===== src/rtl/prog3_pkg.sv =====
// ----------------------------------------------------------------------------
// prog3_pkg : shared states, addresses and helpers for the program-3 engine
// Rev 1.0
// ----------------------------------------------------------------------------
`default_nettype none

package prog3_pkg;

  typedef enum logic [2:0] {
    S_IDLE = 3'd0,
    S_LOAD = 3'd1,
    S_SCAN = 3'd2,
    S_WR33 = 3'd3,
    S_WR34 = 3'd4,
    S_WR35 = 3'd5,
    S_DONE = 3'd6
  } state_t;

  localparam logic [7:0] PAT_ADDR = 8'd32;
  localparam logic [7:0] CTB_ADDR = 8'd33;
  localparam logic [7:0] CTO_ADDR = 8'd34;
  localparam logic [7:0] CTS_ADDR = 8'd35;
  localparam logic [7:0] MSG_LEN  = 8'd32;

  function automatic logic [7:0] popcnt4(input logic [3:0] v);
    return {7'd0, v[0]} + {7'd0, v[1]} + {7'd0, v[2]} + {7'd0, v[3]};
  endfunction

endpackage

`default_nettype wire


===== src/rtl/pattern_match5.sv =====
// ----------------------------------------------------------------------------
// pattern_match5 : 5-bit window compare over a {previous, current} byte pair
// Rev 1.0
// ----------------------------------------------------------------------------
`default_nettype none

module pattern_match5 (
  input  logic [15:0] pair,
  input  logic [4:0]  pat,
  output logic [3:0]  in_match,
  output logic [3:0]  cross_match
);

  // in_match[k]: current byte bits [7-k:3-k]; cross_match[j]: window at
  // MSB offset 4+j of the previous byte, spilling into the current byte.
  for (genvar k = 0; k < 4; k++) begin : g_win
    assign in_match[k]    = (pair[7-k -: 5]  == pat);
    assign cross_match[k] = (pair[11-k -: 5] == pat);
  end

endmodule

`default_nettype wire


===== src/rtl/prog3_dmem.sv =====
// ----------------------------------------------------------------------------
// prog3_dmem : 256x8 data memory, asynchronous read, synchronous write
// Rev 1.0
// ----------------------------------------------------------------------------
`default_nettype none

module prog3_dmem (
  input  logic       clk,
  input  logic       we,
  input  logic [7:0] waddr,
  input  logic [7:0] wdata,
  input  logic [7:0] raddr,
  output logic [7:0] rdata
);

  logic [7:0] core [0:255];

  always_ff @(posedge clk) begin
    if (we) core[waddr] <= wdata;
  end

  assign rdata = core[raddr];

endmodule

`default_nettype wire


===== src/rtl/prog3_regfile.sv =====
// ----------------------------------------------------------------------------
// prog3_regfile : 8x8 register file with per-register write enables
// Rev 1.0
// ----------------------------------------------------------------------------
`default_nettype none

module prog3_regfile (
  input  logic            clk,
  input  logic            reset,
  input  logic [7:0]      we,
  input  logic [7:0][7:0] wd,
  output logic [7:0][7:0] rd
);

  logic [7:0] core [0:7];

  always_ff @(posedge clk or negedge reset) begin
    if (!reset) begin
      for (int i = 0; i < 8; i++) core[i] <= '0;
    end else begin
      for (int i = 0; i < 8; i++) if (we[i]) core[i] <= wd[i];
    end
  end

  for (genvar i = 0; i < 8; i++) begin : g_rd
    assign rd[i] = core[i];
  end

endmodule

`default_nettype wire


===== src/rtl/prog3_pattern_engine.sv =====
// ----------------------------------------------------------------------------
// prog3_pattern_engine : hardwired sequencer counting 5-bit pattern matches
// Rev 1.0
// ----------------------------------------------------------------------------
`default_nettype none

module prog3_pattern_engine
  import prog3_pkg::*;
(
  input  logic clk,
  input  logic reset,
  output logic done
);

  state_t          state_q, state_d;
  logic [7:0]      prog_ctr, prog_ctr_d;
  logic [7:0]      rf_we;
  logic [7:0][7:0] rf_wd, rf_rd;
  logic            dm_we;
  logic [7:0]      dm_waddr, dm_wdata, dm_raddr, dm_rdata;
  logic [3:0]      in_match, cross_match;
  logic [7:0]      ctb_add, cts_add;
  logic            unused_bits;

  prog3_dmem dm1 (
    .clk   (clk),
    .we    (dm_we),
    .waddr (dm_waddr),
    .wdata (dm_wdata),
    .raddr (dm_raddr),
    .rdata (dm_rdata)
  );

  prog3_regfile rf1 (
    .clk   (clk),
    .reset (reset),
    .we    (rf_we),
    .wd    (rf_wd),
    .rd    (rf_rd)
  );

  pattern_match5 u_match (
    .pair        ({rf_rd[5], dm_rdata}),
    .pat         (rf_rd[0][4:0]),
    .in_match    (in_match),
    .cross_match (cross_match)
  );

  // Byte 0 has no predecessor, so its cross windows are suppressed.
  assign ctb_add = popcnt4(in_match);
  assign cts_add = ctb_add + ((rf_rd[1] != 8'd0) ? popcnt4(cross_match) : 8'd0);
  assign done    = (state_q == S_DONE);
  assign unused_bits = ^{rf_rd[0][7:5], rf_rd[6], rf_rd[7]};

  always_ff @(posedge clk or negedge reset) begin
    if (!reset) begin
      state_q  <= S_IDLE;
      prog_ctr <= '0;
    end else begin
      state_q  <= state_d;
      prog_ctr <= prog_ctr_d;
    end
  end

  // Each state names the step completed at the edge that entered it; the
  // work done at the next edge is selected here from the current state.
  always_comb begin
    state_d    = state_q;
    prog_ctr_d = (state_q == S_DONE) ? prog_ctr : prog_ctr + 8'd1;
    rf_we      = '0;
    rf_wd      = '0;
    dm_we      = 1'b0;
    dm_waddr   = CTB_ADDR;
    dm_wdata   = '0;
    dm_raddr   = rf_rd[1];
    case (state_q)
      S_IDLE: begin
        dm_raddr  = PAT_ADDR;
        rf_we     = 8'hFF;
        rf_wd[0]  = {3'b000, dm_rdata[7:3]};
        state_d   = S_LOAD;
      end
      S_LOAD, S_SCAN: begin
        if (rf_rd[1] == MSG_LEN) begin
          dm_we    = 1'b1;
          dm_waddr = CTB_ADDR;
          dm_wdata = rf_rd[2];
          state_d  = S_WR33;
        end else begin
          rf_we    = 8'hFE;
          rf_wd[1] = rf_rd[1] + 8'd1;
          rf_wd[2] = rf_rd[2] + ctb_add;
          rf_wd[3] = rf_rd[3] + {7'd0, |in_match};
          rf_wd[4] = rf_rd[4] + cts_add;
          rf_wd[5] = dm_rdata;
          rf_wd[6] = dm_rdata;
          rf_wd[7] = {cross_match, in_match};
          state_d  = S_SCAN;
        end
      end
      S_WR33: begin
        dm_we    = 1'b1;
        dm_waddr = CTO_ADDR;
        dm_wdata = rf_rd[3];
        state_d  = S_WR34;
      end
      S_WR34: begin
        dm_we    = 1'b1;
        dm_waddr = CTS_ADDR;
        dm_wdata = rf_rd[4];
        state_d  = S_WR35;
      end
      S_WR35:  state_d = S_DONE;
      S_DONE:  state_d = S_DONE;
      default: state_d = S_IDLE;
    endcase
  end

endmodule

`default_nettype wire


===== config.mk =====
export PLATFORM = sky130hd
export DESIGN_NAME = prog3_pattern_engine
export DESIGN_NICKNAME = d
export VERILOG_FILES = /design/src/rtl/prog3_pkg.sv /design/src/rtl/pattern_match5.sv /design/src/rtl/prog3_dmem.sv /design/src/rtl/prog3_regfile.sv /design/src/rtl/prog3_pattern_engine.sv
export SDC_FILE = /design/constraint.sdc
export NUM_CORES = 1
export LEC_CHECK = 0
export ABC_AREA = 1
export ABC_CLOCK_PERIOD_IN_PS = 1700
export CAP_MARGIN = 10
export CORE_UTILIZATION = 40
export DETAILED_ROUTE_END_ITERATION = 8
export PLACE_DENSITY = 0.66
export SYNTH_ARGS = -nofsm -noshare
export SYNTH_HDL_FRONTEND = slang
export SYNTH_SLANG_ARGS = --single-unit

===== constraint.sdc =====
create_clock -name clk -period 1.7 [get_ports clk]
set_input_delay 0.34 -clock clk [delete_from_list [all_inputs] [get_ports clk]]
set_output_delay 0.34 -clock clk [all_outputs]
set_load 0.05 [all_outputs]

==> qor.csv, run 1 <==
stage,metric,value,unit
run_status,status,finished clean,
yosys,Netlist cell types,19,
clock_network,cell at the root of the clock tree,clkbuf_4,
die,Die Wd,44.4,um
drt,routed vias,582,
final_layout,design area,808,um2
sta,Clock Skews,2.72,ps
clock_network,H-Tree Depth,1,
worst_setup_path,crit path DAT,1240,ps
placed_design,placer's final routability congestion estimate,0.855,
worst_setup_path,"Slowest-stage cell, CP",dfrtp_1,
yosys,Synth warnings,0,
power,Tot Pwr,443,uW
drt,Max Used Layer,met4,
power,pwr dens,549,nW/um2
worst_setup_path,"Req. time, crit path",1360,ps
grt,GRT Resource Usage Total,17.4,%
worst_setup_path,crit path max fanout,3,
worst_setup_path,Reg2Reg Setup Slack,350,ps
placed_design,"Cell Area, Placed",779,um2
min_path,Min-Delay Path Class,in -> async,
final_layout,Antenna diodes,0,
power,clock network power share,39.4,%
sta,Rel. slew slack,66.3,%
power,Sw Share,20.0,%
die,die extent in y,44.4,um
yosys,#FFs+latches synth,11,
placed_design,post-detail-place hpwl,1.07,mm
drt,Detailed Route Iter0 Violations,14,
sta,Worst Max-Slew Pin Slew,504,ps
drt,DRT antenna net count,0,
power,total leakage power,0.443,nW
worst_setup_path,startpoint types,register,
sta,final period utilization,93.2,%
sta,minimum clock period,1580,ps
worst_setup_path,Buf/Inv on CP,3,
yosys,Avg Inst Size Synth,7.74,um2
drt,DRC violations left,0,
final_layout,Final Non-Filler Cells,123,
grt,number of global-route vias before repair,546,
drt,metal1 wirelength,703,um
drt,Pre-antenna DRT Iters,4,
final_layout,layout cells sized above 1,21.2,%
final_layout,"Core Util, Final",50.7,%
power,Logic pwr share,1.6,%
worst_setup_path,cell family with most CP delay,flip-flops,
clock_network,clock latency on the worst-skew pair,270,ps
placed_design,number of port buffers,2,
final_layout,NumNets Final,108,
clock_network,Longest Clk Path Bufs,2,
final_layout,"commonest non-fill, non-tap cell in the layout",nand2_1,
die,DIE AREA,1970,um2
power,peak supply drop,0.000294,V
final_layout,most frequent cells in the layout,"nand2_1, nand3_1, dfrtp_1, inv_1",
die,Initial Utilization,45.1,%
clock_network,"Reg clk slew, reported paths",70,ps
worst_setup_path,Critical Path Max Stage Delay,400,ps
sta,Final Hold Vio Count,0,
drt,DR vias/cell,4.73,
clock_network,CTS tree,yes,
sta,fmax,631,MHz
yosys,total nets after synthesis,101,
yosys,sequential-to-total area share from yosys stat,38.3,%
clock_network,clock sinks,11,
worst_setup_path,worst r2r src,state_q[1],
grt,largest net degree at the start of global routing,12,
grt,first-pass GRT wire length,2.38,mm
grt,antenna violations before repair,0,
job,max-cap violations,0,
drt,WL met3,54,um
power,Switching Power,88.9,uW
sta,setup total negative slack,0,ps
worst_setup_path,CP dominant cell by count,inv_1,
worst_setup_path,RR Endpoint,rf1.rd[9],
worst_setup_path,CP Capture Type,output port,
sta,unrepaired setup endpoints after global routing,false,
yosys,Syn Inst Count,93,
die,Ports,3,
sta,final setup fails,0,
placed_design,Post-Place Cells,119,
worst_setup_path,Reg2Reg Depth,7,
drt,WL/cell,11.4,um
final_layout,area delta synth->final,12.3,%
yosys,post-synthesis cell area,719,um2
drt,Routed WL,1.40,mm
clock_network,cts bufs inserted,3,
drt,metal2 WL,631,um
power,Int Power,355,uW
worst_setup_path,crit-path cells,"inv_1, ha_2, nand2_1, inv_1, buf_12",
sta,Final Max Slew Viols,0,
power,Seq pwr share,59.0,%
grt,Overflow after GRT,0,
die,CORE AREA,1590,um2
die,Cell Rows,14,
worst_setup_path,critical path type,reg -> out,
## through the flow
stage	hold slack (ps)	setup slack [ps]
after floorplan	44.4	356
after global placement	563	406
after detailed placement	573	366
after CTS	417	85.2
after global routing	441	0.524
final	404	116
## worst max path at each step
stage | from | endpoint | slack, ps | cells past startpoint
final | state_q[0] | done | 120 | 5
after global routing | state_q[0] | done | 0.5 | 5
after CTS | state_q[0] | done | 90 | 5
after detailed placement | state_q[0] | rf1.rd[14] | 370 | 7
after global placement | state_q[0] | rf1.rd[14] | 410 | 7
after floorplan | state_q[0] | done | 360 | 4
## worst register-to-register path, stage by stage (launching register included)
cell	delay (ps)
dfrtp_1	370
inv_1	70
ha_1	210
o21ai_2	240
inv_2	120
nand2_4	120
nand3_1	90
nand2_1	80
## final cells by class
cell class,count,area [um2]
sequential,11,275
clock buffer,4,26.3
fill,154,786
tap,24,30.0
timing repair buffer,2,30.0
inverter,14,52.6
multi-input combinational,68,394
## synthesized netlist by cell type
cell      number  area share [%]
nand3_2        1             1.4
nand2_1       26              14
ha_1           6              10
nor2_4         1             1.6
o21ai_2        1             1.2
o21bai_1       2             2.1
o21ai_0        2             1.4
inv_1          9             4.7
nand2_4        1             1.6
nand3_1       14             9.7
xor2_1         1             1.2
dfrtp_1       11              38
nand2_2        3             2.6
nor2_2         3             2.6
nand4_1        1            0.87
nor3_1         1            0.69
inv_2          5             2.6
nor3_2         1             1.4
nor2_1         4             2.1
## state kept, by name (all words and copies together), names as in the netlist
register / flops
state_q: 3
rf1.rd: 8
## power groups by stage
| stage | clock, mW | combinational [mW] | sequential, mW |
|---|---|---|---|
| floorplan | 0 | 0.000000276 | 0.267 |
| global placement | 0 | 0.00757 | 0.267 |
| detailed placement | 0 | 0.00735 | 0.267 |
| CTS | 0.185 | 0.00747 | 0.261 |
| global route | 0.200 | 0.00840 | 0.261 |
| finish | 0.175 | 0.00700 | 0.262 |
## kinds of logic (layout without fill, tap and decap cells)
kind of cell             Yosys count  in the layout  share of synthesized area, %
adder cells (fa/ha/maj)            6              6                          10.4
AO/OA/AOI/OAI                      5              5                          4.70
flip-flops                        11             11                          38.3
XOR/XNOR                           1              1                          1.22
AND/OR/NAND/NOR                   56             56                          38.1
buffers and inverters             14             20                          7.30
## timing repair
action                                 in CTS  in global routing
setup endpoints to repair                   0                  1
endpoints found under the hold margin       0                  0
hold buffers                                0                  0
gates resized for setup                     0                  1
buffers inserted                            0                  0
## routing by layer
metal / vias to the layer above / global-route usage (%)
met3: 5 / 7.35
met1: 262 / 22.4
li1: 306 / -
met5: - / 0
met2: 9 / 27.4
met4: 0 / 3.64
Power figures use the tool's default switching activity.
==> inputs of run 2 (changes only) <==
--- a/config.mk
+++ b/config.mk
@@ -6,11 +6,12 @@
 export NUM_CORES = 1
 export LEC_CHECK = 0
 export ABC_AREA = 1
-export ABC_CLOCK_PERIOD_IN_PS = 1700
+export ABC_CLOCK_PERIOD_IN_PS = 1800
 export CAP_MARGIN = 10
 export CORE_UTILIZATION = 40
 export DETAILED_ROUTE_END_ITERATION = 8
-export PLACE_DENSITY = 0.66
+export PLACE_DENSITY = 0.64
 export SYNTH_ARGS = -nofsm -noshare
 export SYNTH_HDL_FRONTEND = slang
+export SYNTH_HIERARCHICAL = 1
 export SYNTH_SLANG_ARGS = --single-unit
==> constraint.sdc (replaced) <==
create_clock -name clk -period 1.8 [get_ports clk]
set_input_delay 0.36 -clock clk [delete_from_list [all_inputs] [get_ports clk]]
set_output_delay 0.36 -clock clk [all_outputs]
set_load 0.05 [all_outputs]
==> run 2 against run 1 <==
Hold slack improved by 30 ps. Register-to-register slack lost 160 ps. Cell area up 0.62%. Core utilization down 4.6 points. Sequential share of layout area shrank 0.21 points. Synthesized cell count increased by 12%. Worst setup slack better by 34 ps. Global-route usage is 1.5 points lower. Via count grew 2.4%. Clock power hardly changed. Total power decreased by 3.8%. Synthesized area increased by 6.3%. Critical path type unchanged.
==> qor.csv, run 2 <==
stage,metric,value,unit
yosys,post-synthesis cell area,764,um2
final_layout,max reg flops,8,
final_layout,Antenna diodes,0,
power,peak supply drop,0.000277,V
worst_setup_path,RR Endpoint,rf1/rd[12],
sta,setup total negative slack,0,ps
clock_network,H-Tree Depth,1,
worst_setup_path,critical path type,reg -> out,
placed_design,number of port buffers,2,
drt,DRC violations left,0,
clock_network,"Reg clk slew, reported paths",70,ps
sta,Worst Max-Slew Pin Slew,530,ps
placed_design,post-detail-place hpwl,989,um
worst_setup_path,"Slowest-stage cell, CP",dfrtp_1,
sta,unrepaired setup endpoints after global routing,false,
yosys,total nets after synthesis,108,
final_layout,most frequent cells in the layout,"nand2_1, inv_1, nor2_1, dfrtp_1, nand3_1",
die,die extent in y,45.7,um
clock_network,cell at the root of the clock tree,clkbuf_4,
yosys,Synth warnings,6,
min_path,Min-Delay Path Class,in -> async,
drt,WL/cell,9.83,um
worst_setup_path,Reg2Reg Setup Slack,190,ps
clock_network,Post-CTS Hold Buffers,0,
die,Ports,3,
worst_setup_path,startpoint types,register,
worst_setup_path,worst r2r src,rf1/rd[8],
clock_network,Longest Clk Path Bufs,2,
sta,final setup fails,0,
final_layout,area delta synth->final,6.38,%
final_layout,"Core Util, Final",46.1,%
job,max-cap violations,0,
worst_setup_path,Reg2Reg Depth,8,
sta,Clock Skews,0.619,ps
worst_setup_path,CP Capture Type,output port,
yosys,Syn Inst Count,104,
clock_network,clock sinks,11,
die,CORE AREA,1760,um2
die,Cell Rows,15,
placed_design,placer's final routability congestion estimate,0.862,
clock_network,post-cts gate resize count,0,
sta,Final Hold Vio Count,0,
final_layout,"commonest non-fill, non-tap cell in the layout",nand2_1,
final_layout,layout cells sized above 1,16.2,%
die,Die Wd,45.7,um
drt,DR vias/cell,4.58,
power,total leakage power,0.405,nW
drt,Routed WL,1.28,mm
worst_setup_path,"Req. time, crit path",1440,ps
power,Tot Pwr,427,uW
die,DIE AREA,2090,um2
sta,minimum clock period,1650,ps
worst_setup_path,crit path max fanout,4,
die,Initial Utilization,43.3,%
sta,Rel. slew slack,64.5,%
run_status,status,finished clean,
worst_setup_path,Critical Path Max Stage Delay,450,ps
clock_network,CTS tree,yes,
clock_network,Setup Buffers After CTS,0,
grt,largest net degree at the start of global routing,12,
worst_setup_path,crit-path cells,"inv_1, nor3b_2, buf_12",
drt,routed vias,596,
final_layout,NumNets Final,110,
sta,fmax,606,MHz
drt,Detailed Route Iter0 Violations,11,
clock_network,clock latency on the worst-skew pair,270,ps
grt,number of global-route vias before repair,529,
grt,GRT Resource Usage Total,15.9,%
drt,Pre-antenna DRT Iters,4,
worst_setup_path,crit path DAT,1290,ps
clock_network,cts bufs inserted,3,
sta,Final Max Slew Viols,0,
power,pwr dens,525,nW/um2
yosys,Avg Inst Size Synth,7.35,um2
grt,antenna violations before repair,0,
grt,first-pass GRT wire length,2.28,mm
grt,Overflow after GRT,0,
sta,final period utilization,91.7,%
drt,DRT antenna net count,0,
## run 2: layout make-up
class,instances,area [um2]
fillers,183,951
multi-input cells,71,383
flip-flops and latches,11,275
inverters,16,60.1
repair buffers,3,37.5
well taps,25,31.3
clock buffers,4,26.3
## run 2: worst max path at each step
| stage | start | end | slack [ps] | depth (start not counted) |
|---|---|---|---|---|
| floorplan | state_q[2] | done | 180 | 3 |
| global placement | rf1/rd[8] | rf1/rd[9] | 280 | 8 |
| detailed placement | rf1/rd[8] | rf1/rd[8] | 210 | 8 |
| CTS | state_q[2] | done | 130 | 3 |
| global route | rf1/rd[8] | rf1/rd[13] | 20 | 8 |
| finish | state_q[2] | done | 150 | 3 |
## run 2: per-layer routing
layer,GRT usage [%],part of all wire (%),up-vias,wire [um]
met4,10.6,2.4,0,31
met3,3.57,3.5,4,45
met2,23.1,44,9,557
li1,-,-,312,-
met5,0,0,-,0
met1,21.0,50,271,642
## run 2: worst max-delay path: cells and delay by family (launching register included)
family	cells	cell delay (ps)
AND/OR/NAND/NOR	1	250
buffers and inverters	2	320
flip-flops	1	450
## run 2: metrics by stage
stage | worst slack (ps) | hold slack (ps) | instances | cell area, um2
after floorplan | 182 | 64.4 | 104 | 769
after global routing | 15.9 | 466 | 130 | 813
after global placement | 282 | 535 | 126 | 787
final | 150 | 434 | 130 | 813
after detailed placement | 207 | 531 | 126 | 787
after CTS | 131 | 431 | 130 | 813
## run 2: power breakdown
part	total, mW	switching (mW)	leakage, nW	internal (mW)
Clock	0.173	0.0870	0.0150	0.0859
Combinational	0.00686	0.00495	0.252	0.00190
Sequential	0.247	0	0.138	0.247
Total	0.427	0.0919	0.405	0.335
